File: src/rtl/time_set_ctrl_pkg.sv
// time_set_ctrl_pkg: field select codes and RUN/SET state encoding,
// shared by the set controller and the time counter.
package time_set_ctrl_pkg;
   localparam logic [2:0] SEL_SEC   = 3'b000;
   localparam logic [2:0] SEL_MIN   = 3'b001;
   localparam logic [2:0] SEL_HOUR  = 3'b010;
   localparam logic [2:0] SEL_DAY   = 3'b011;
   localparam logic [2:0] SEL_MONTH = 3'b100;
   localparam logic [2:0] SEL_YEAR  = 3'b101;
   localparam logic [2:0] SEL_NONE  = 3'b111;
   typedef enum logic {RUN = 1'b0, SET = 1'b1} clk_state_t;
endpackage

File: src/rtl/time_set_ctrl_btn_sync_edge.sv
// btn_sync_edge: 2-flop synchronizer, previous-value stage and press detect.
// A button held through reset stays ignored until it is seen released.
module btn_sync_edge (
   input  logic clk_1Hz,
   input  logic rst_n,
   input  logic i_btn,
   output logic o_hold,
   output logic o_press
);
   logic       r_s1, r_s2, r_prev, r_armed;
   logic [1:0] r_vld;
   always_ff @(posedge clk_1Hz or negedge rst_n)
      if (!rst_n) begin
         r_s1    <= 1'b0;
         r_s2    <= 1'b0;
         r_prev  <= 1'b0;
         r_vld   <= 2'b00;
         r_armed <= 1'b0;
      end else begin
         r_s1    <= i_btn;
         r_s2    <= r_s1;
         r_prev  <= r_s2;
         r_vld   <= {r_vld[0], 1'b1};
         // arm only once the synchronizer carries a real post-reset low
         r_armed <= r_armed | (r_vld[1] & ~r_s2);
      end
   assign o_hold  = r_s2 & r_armed;
   assign o_press = o_hold & ~r_prev;
endmodule

File: src/rtl/time_set_ctrl.sv
// time_set_ctrl: RUN/SET mode controller for clock setting with field select,
// auto-repeat up/down pulses, blink strobe and idle timeout.
module time_set_ctrl
   import time_set_ctrl_pkg::*;
#(
   parameter logic [2:0] SELECT_SEC   = SEL_SEC,
   parameter logic [2:0] SELECT_MIN   = SEL_MIN,
   parameter logic [2:0] SELECT_HOUR  = SEL_HOUR,
   parameter logic [2:0] SELECT_DAY   = SEL_DAY,
   parameter logic [2:0] SELECT_MONTH = SEL_MONTH,
   parameter logic [2:0] SELECT_YEAR  = SEL_YEAR,
   parameter logic [2:0] SELECT_NONE  = SEL_NONE,
   parameter int         TIMEOUT      = 30,
   parameter int         REPEAT_DELAY = 2
)(
   input  logic       clk_1Hz,
   input  logic       rst_n,
   input  logic       btn_mode,
   input  logic       btn_next,
   input  logic       btn_up,
   input  logic       btn_down,
   output logic       en_1,
   output logic [2:0] select_item,
   output logic       up,
   output logic       down,
   output logic       blink
);
   localparam int IW = $clog2(TIMEOUT);
   localparam int RW = $clog2(REPEAT_DELAY + 2);
   localparam logic [RW-1:0] RD = RW'(REPEAT_DELAY);

   logic [3:0]    w_raw, w_hold, w_press;
   clk_state_t    r_state;
   logic          r_en_1, r_up, r_down, r_blink;
   logic [2:0]    r_sel, w_sel_nxt;
   logic [IW-1:0] r_idle;
   logic [RW-1:0] r_rep_up, r_rep_dn, w_rep_up_nxt, w_rep_dn_nxt;
   logic          w_both, w_up, w_dn, w_exit;

   assign w_raw = {btn_down, btn_up, btn_next, btn_mode};
   for (genvar i = 0; i < 4; i++) begin : g_btn
      btn_sync_edge u_btn (
         .clk_1Hz (clk_1Hz),
         .rst_n   (rst_n),
         .i_btn   (w_raw[i]),
         .o_hold  (w_hold[i]),
         .o_press (w_press[i])
      );
   end

   // a press fires at once; a continued hold fires every cycle once the delay is used up
   assign w_both       = w_hold[2] & w_hold[3];
   assign w_up         = ~w_both & (w_press[2] | (w_hold[2] & (r_rep_up == RD)));
   assign w_dn         = ~w_both & (w_press[3] | (w_hold[3] & (r_rep_dn == RD)));
   assign w_rep_up_nxt = (w_both | ~w_hold[2] | w_press[2]) ? '0 :
                         (r_rep_up == RD) ? r_rep_up : r_rep_up + 1'b1;
   assign w_rep_dn_nxt = (w_both | ~w_hold[3] | w_press[3]) ? '0 :
                         (r_rep_dn == RD) ? r_rep_dn : r_rep_dn + 1'b1;
   assign w_exit       = w_press[0] | (~|w_hold & (r_idle == IW'(TIMEOUT - 1)));
   assign w_sel_nxt    = (r_sel == SELECT_SEC)   ? SELECT_MIN   :
                         (r_sel == SELECT_MIN)   ? SELECT_HOUR  :
                         (r_sel == SELECT_HOUR)  ? SELECT_DAY   :
                         (r_sel == SELECT_DAY)   ? SELECT_MONTH :
                         (r_sel == SELECT_MONTH) ? SELECT_YEAR  : SELECT_SEC;

   always_ff @(posedge clk_1Hz or negedge rst_n)
      if (!rst_n) begin
         r_state  <= RUN;
         r_en_1   <= 1'b1;
         r_sel    <= SELECT_NONE;
         r_up     <= 1'b0;
         r_down   <= 1'b0;
         r_blink  <= 1'b0;
         r_idle   <= '0;
         r_rep_up <= '0;
         r_rep_dn <= '0;
      end else if (r_state == RUN || w_exit) begin
         r_up     <= 1'b0;
         r_down   <= 1'b0;
         r_idle   <= '0;
         r_rep_up <= '0;
         r_rep_dn <= '0;
         if (r_state == RUN && w_press[0]) begin
            r_state <= SET;
            r_en_1  <= 1'b0;
            r_sel   <= SELECT_SEC;
            r_blink <= 1'b1;
         end else begin
            r_state <= RUN;
            r_en_1  <= 1'b1;
            r_sel   <= SELECT_NONE;
            r_blink <= 1'b0;
         end
      end else begin
         r_sel    <= w_press[1] ? w_sel_nxt : r_sel;
         r_up     <= w_up;
         r_down   <= w_dn;
         r_rep_up <= w_rep_up_nxt;
         r_rep_dn <= w_rep_dn_nxt;
         r_idle   <= |w_hold ? '0 : (&r_idle ? r_idle : r_idle + 1'b1);
         r_blink  <= ~r_blink;
      end

   assign en_1        = r_en_1;
   assign select_item = r_sel;
   assign up          = r_up;
   assign down        = r_down;
   assign blink       = r_blink;
endmodule

File: config.mk
export PLATFORM = sky130hd
export DESIGN_NAME = time_set_ctrl
export DESIGN_NICKNAME = d
export VERILOG_FILES = /design/src/rtl/time_set_ctrl_pkg.sv /design/src/rtl/time_set_ctrl_btn_sync_edge.sv /design/src/rtl/time_set_ctrl.sv
export SDC_FILE = /design/constraint.sdc
export NUM_CORES = 1
export LEC_CHECK = 0
export CAP_MARGIN = 20
export CORE_MARGIN = 2
export CORE_UTILIZATION = 45
export CTS_CLUSTER_SIZE = 25
export DETAILED_ROUTE_END_ITERATION = 12
export PLACE_DENSITY = 0.69
export SLEW_MARGIN = 20
export SYNTH_ARGS = -nofsm -noshare
export SYNTH_HDL_FRONTEND = slang
export SYNTH_SLANG_ARGS = --single-unit
File: constraint.sdc
create_clock -name clk_1Hz -period 1.6 [get_ports clk_1Hz]
set_clock_uncertainty 0.05 [all_clocks]
set_input_delay 0.24 -clock clk_1Hz [delete_from_list [all_inputs] [get_ports clk_1Hz]]
set_output_delay 0.24 -clock clk_1Hz [all_outputs]
set_load 0.03 [all_outputs]
# After elaboration in Yosys (flattened, before gate mapping)
# Cells that the tools add are included.
dict set report classes {
  n_addsub 3
  n_eq_ne 10
  mux 22
  bitwise_logic 42
  n_reduce_logical 7
}
# operator n
set op_table {}
lappend op_table {{3-bit 2-to-1 mux} 8}
lappend op_table {{1-bit AND} 18}
lappend op_table {{5-bit 2-to-1 mux} 3}
lappend op_table {{1-bit NOT} 13}
lappend op_table {{2-bit 2-to-1 mux} 6}
lappend op_table {{1-bit OR} 11}
lappend op_table {{3-bit by 2-bit equality test with 1-bit output, second input constant} 2}
lappend op_table {{3-bit by 2-bit != test with 1-bit output, second input constant} 2}
lappend op_table {{5-bit by 1-bit adder with 5-bit output, second input constant} 1}
lappend op_table {{5-bit equality test, second input constant} 1}
lappend op_table {{1-bit 2-to-1 mux} 5}
lappend op_table {{5-bit AND reduction} 1}
lappend op_table {{2-bit by 1-bit adder with 2-bit output, second input constant} 2}
lappend op_table {{2-bit equality test, second input constant} 2}
lappend op_table {{4-bit OR reduction} 1}
lappend op_table {{3-bit by 1-bit equality test with 1-bit output, second input constant} 1}
lappend op_table {{3-bit equality test, second input constant} 1}
lappend op_table {{3-bit zero test} 1}
lappend op_table {{3-bit != test, second input constant} 1}
lappend op_table {{2-bit nonzero test} 1}
lappend op_table {{1-bit logical AND} 1}
lappend op_table {{1-bit zero test} 1}
lappend op_table {{1-bit logical OR} 1}
dict set report word_totals {
  regBits 41
  input_bits 6
  output_inout_bits 7
  word_cells 113
}

# Logic depth before layout (Yosys ltp)
dict set report logic_depth {
  ltp_word 8
  ltp_mapped 6
  mapped_depth_nobuf 6
}

# Modules after synthesis
# Synthesis repeated with hierarchy kept, for this count alone.
dict set report hier_totals {
  hier_cells 126
  hier_area_um2 1594.0
}
# module instances cells_each area_each_um2 seq_area_each_um2
set modules_own_cells {}
lappend modules_own_cells {time_set_ctrl 1 82 843.3 430.4}
lappend modules_own_cells {btn_sync_edge 4 11 187.7 150.1}

# Worst setup path before layout
# Ideal clock, no wire load.
dict set report synth_path {
  kind {flip-flop to flip-flop}
  startpoint {reg r_idle[0]}
  endpoint {reg r_idle[3]}
  setup_time_ns 0.124
  arrival_time_ns 1.380
  required_ns 1.426
  setup_slack_ns 0.045
  path_stages_with_launch 7
  n_path_buf 0
  period_less_slack_ns 1.555
  cell_sequence {dfrtp_1 -> ha_1 -> and3_1 -> ha_1 -> nand4b_1 -> xor2_1 -> nor2_1}
}
dict set report synth_between {
  elab_chain_cells 5
  elab_cells_between_ends 10
  cone_classes {add/sub: 1; eq/ne: 2; mux: 3; bitwise: 2; reduce/logical: 2}
}
# element line
set synth_lines {}
lappend synth_lines {{from (decl)} time_set_ctrl.sv:36} ;# logic [IW-1:0] r_idle;
lappend synth_lines {{from (signal assigned)} time_set_ctrl.sv:100} ;# r_idle <= |w_hold ? '0 : (&r_idle ? r_idle : r_idle + 1'b1);
lappend synth_lines {{branches (longest 5 deep; another with 5-bit by 1-bit adder with 5-bit output)} --}
# Parallel ways; which one is timed is not known. The select of a mux whose other input is x is not followed.
# A chain may end at the register's enable or synchronous reset.

# Worst setup path after layout
dict set report layout_path {
  startpoint {reg r_sel[1] (netlist: select_item[1])}
  endpoint {out select_item[1]}
}
# element line
set layout_lines {}
lappend layout_lines {{from (decl)} time_set_ctrl.sv:35} ;# logic [2:0] r_sel, w_sel_nxt;
lappend layout_lines {{from (signal assigned)} time_set_ctrl.sv:95} ;# r_sel <= w_press[1] ? w_sel_nxt : r_sel;
lappend layout_lines {{to (decl)} time_set_ctrl.sv:23} ;# output logic [2:0] select_item,
# No word-level cell between the ends.

==> out/qor.yml <==
status:
  status: "finished, final reports clean"
setup_path:
  path_max_fanout: 2
  startpoint_type: "register"
  cpPeakStageDelay_ns: 0.53
  slowest_stage: "dfstp_2"
  critPathTopFamily: "flip-flops"
  crit_buf_inv: 1
  timing.critical_path.required_ns: 1.31
  crit_path_cell_trace: "dlygate4sd2_1"
  path_class: "reg -> out"
  critical_path_arrival_ns: 1.25
  end_kind: "output pin"
synth:
  synth_cells: 112
  synth_top_flop_cell: "dfrtp_1"
  synthArstFlopShare_pct: 100
  yosysUniqueCellTypes: 33
  syn-num-nets: 123
  yosysSeqAreaShare_pct: 64.2
  synthesis.area_mm2: 0.00137
  ys_ff_latch: 35
  yosysMostFrequentCell: "dfrtp_1"
  yosys-top-cells-count: "31 x dfrtp_1, 13 x nor2_1, 9 x inv_1"
  yosysTopAreaCell: "dfrtp_1"
  ys_warn_count: 0
  syn_area_per_cell_um2: 12.3
  synth-edff-count: 0
  synth_area_leaders: "dfrtp_1 57%, dfstp_2 7.7%, ha_1 4.6%, nor2_1 3.6%, xor2_1 2.6%"
  yosys.area.top_type_share_pct: 56.5
clock_network:
  cts_sinks: 35
  h-tree-depth: 2
  clk_pin_slew_ns: 0.10
  clk_latency_ns: 0.33
  cts_tree: "yes"
  root_buffer: "clkbuf_4"
  numCtsBuffers: 5
  cts_buffer_depth: 2
die:
  rows: 20
  dieArea_mm2: 0.00351
  die_h_um: 59.2
  io-pin-count: 13
  die_w_um: 59.2
  initial_core_util_pct: 46.1
  core-area_mm2: 0.00298
routing:
  drtPass1Iterations: 4
  drt_iter0_drc: 35
  drc: 0
  wl_per_cell_um: 11.9
  routed_wl_mm: 2.05
  dr_total_vias: 893
  vias_per_cell: 5.19
  ant_nets: 0
pwr:
  powerDensity_mw_per_mm2: 1120
  seq_power_share_pct: 53.0
  netSwitchingFraction_pct: 25.2
  power.total_uw: 1870
  p_int_uw: 1400
  p_leak_uw: 0.000780
  ir_drop_v: 0.000556
  combPwrFrac_pct: 15.0
  p_clk_share_pct: 32.1
  power.switching_uw: 470
timing:
  fin_hold_ws_ns: 0.220
  period_needed_ns: 1.54
  drv_slew: 0
  fin_crit_sh_pct: 96.0
  timing_hold_violations_final: 0
  rsz0062_at_grt: "yes"
  setup_viol: 0
  fin_ws_ns: 0.0636
  tns_ns: 0
  max_clock_freq_mhz: 651
final_layout:
  final_cells: 172
  area_growth_pct: 22.0
  drive_gt1_share_pct: 18.0
  insertedDiodeCount: 0
  fin_nets: 149
  fillers: 268
global_route:
  busiest_layer: "met2"
  grt_pass1_wl_mm: 3.71
  grtUsageMet2_pct: 23.9
  grt_overflow: 0
  grt_usage_pct: 14.6
  use_met1_pct: 17.0
  antenna_found_initial: 0
  met3_usage_pct: 5.24
  grt_pass1_vias: 874
  grt_max_degree: 36
place:
  place_inst: 163
  port_buffers: 12
  dp_slack_ns: 0.0104
  dp_hpwl_mm: 1.49
  gp_congestion: 0.789
worst_hold_path:
  hold_path.class: "in -> async"
run:
  max-cap-violations: 0
power by group through the flow:
stage	clock (uW)	sequential [uW]	combinational, uW
after global placement	0	1000	299
after CTS	625	991	285
after floorplan	0	1070	94.2
after global routing	669	998	308
after detailed placement	0	1010	304
final	599	991	279
per-stage QoR:
step | util, % | area [um^2]
after floorplan | - | 1370
after global placement | 53.4 | 1590
after detailed placement | 53.4 | 1590
after CTS | 56.1 | 1670
after global routing | 56.2 | 1670
final | 56.2 | 1670
flip-flops by register name (all words and copies together) (netlist names):
register	cells
r_rep_up	2
g_btn.u_btn.r_s2	4
en_1	1
g_btn.u_btn.r_armed	4
r_state	1
g_btn.u_btn.r_vld	2
down	1
g_btn.u_btn.r_prev	4
r_rep_dn	2
r_idle	5
blink	1
up	1
g_btn.u_btn.r_s1	4
select_item	3
per-layer routing:
layer	vias up	wire (um)
met5	-	0
met4	0	21
met3	3	118
met2	20	1050
met1	433	864
li1	437	-
worst register-to-register path, stage by stage, from the launching register on:
cell	delay, ns
dfrtp_1	0.40
inv_1	0.06
ha_1	0.16
and4_1	0.15
a311o_2	0.42
a211oi_2	0.15
a21oi_1	0.07
final timing paths:
kind / startpoint / end / slack [ns] / cells past startpoint
hold / removal: rst_n / r_idle[2]$_DFFE_PN0P_ / 0.22 / 2
min in group clk_1Hz: btn_next / g_btn[1].u_btn.r_s1$_DFF_PN0_ / 0.28 / 1
max in group asynchronous: rst_n / en_1$_DFFE_PN1N_ / 1.02 / 2
setup / recovery: select_item[1]$_DFFE_PN1P_ / select_item[1] / 0.06 / 1
hold reg to reg: g_btn[2].u_btn.r_s1$_DFF_PN0_ / g_btn[2].u_btn.r_s2$_DFF_PN0_ / 0.31 / 0
setup reg to reg: r_idle[1]$_DFFE_PN0P_ / select_item[0]$_DFFE_PN1P_ / 0.07 / 6
logic make-up (layout without fill, tap and decap cells):
family / count (synthesis) / in the layout / synth area share (%)
muxes: 1 / 1 / 0.729
adders and majority gates: 5 / 5 / 4.56
xor gates and xnor gates: 5 / 5 / 3.19
AOI/OAI and AO/OA: 21 / 21 / 11.2
DFF: 35 / 35 / 64.2
and+or+nand+nor: 35 / 35 / 13.4
buffers and inverters: 9 / 36 / 2.46
other: 1 / 1 / 0.273
layout make-up:
type,instances,area [um^2],share of cell area [%]
clock buffers,7,45.0,2.69
clock inverters,1,30.0,1.79
inverters,9,33.8,2.02
multi-input cells,68,468,28.0
flip-flops and latches,35,881,52.6
well taps,33,41.3,2.47
repair buffers,19,175,10.5
cell usage in the layout, fill, tap and decap left out, types with 2 or more instances in the layout:
cell type        netlist  routed
a21o_1                 4       4
a21oi_1                6       6
and3_1                 3       2
buf_4                  0       6
clkbuf_1               0       2
clkbuf_4               0       5
clkdlybuf4s15_1        0       2
clkdlybuf4s50_1        0       5
dfrtp_1               31      31
dfstp_2                4       4
dlygate4sd2_1          0       4
ha_1                   5       3
ha_2                   0       2
inv_1                  9       9
nand2_1                5       5
nand3_1                2       2
nand4b_1               2       2
nor2_1                13      13
nor2b_1                2       2
nor3b_1                2       2
o21ai_0                2       2
xor2_1                 4       4
repair_timing:
| action | CTS | global route |
|---|---|---|
| endpoints found under the setup margin | 8 | 10 |
| pin swaps | 1 | 2 |
| hold buffers | 0 | 0 |
| buffers inserted | 1 | 0 |
| gates cloned | 0 | 0 |
| gates resized for setup | 9 | 5 |
| hold endpoints to repair | 0 | 0 |
(Power assumes the default switching activity.)
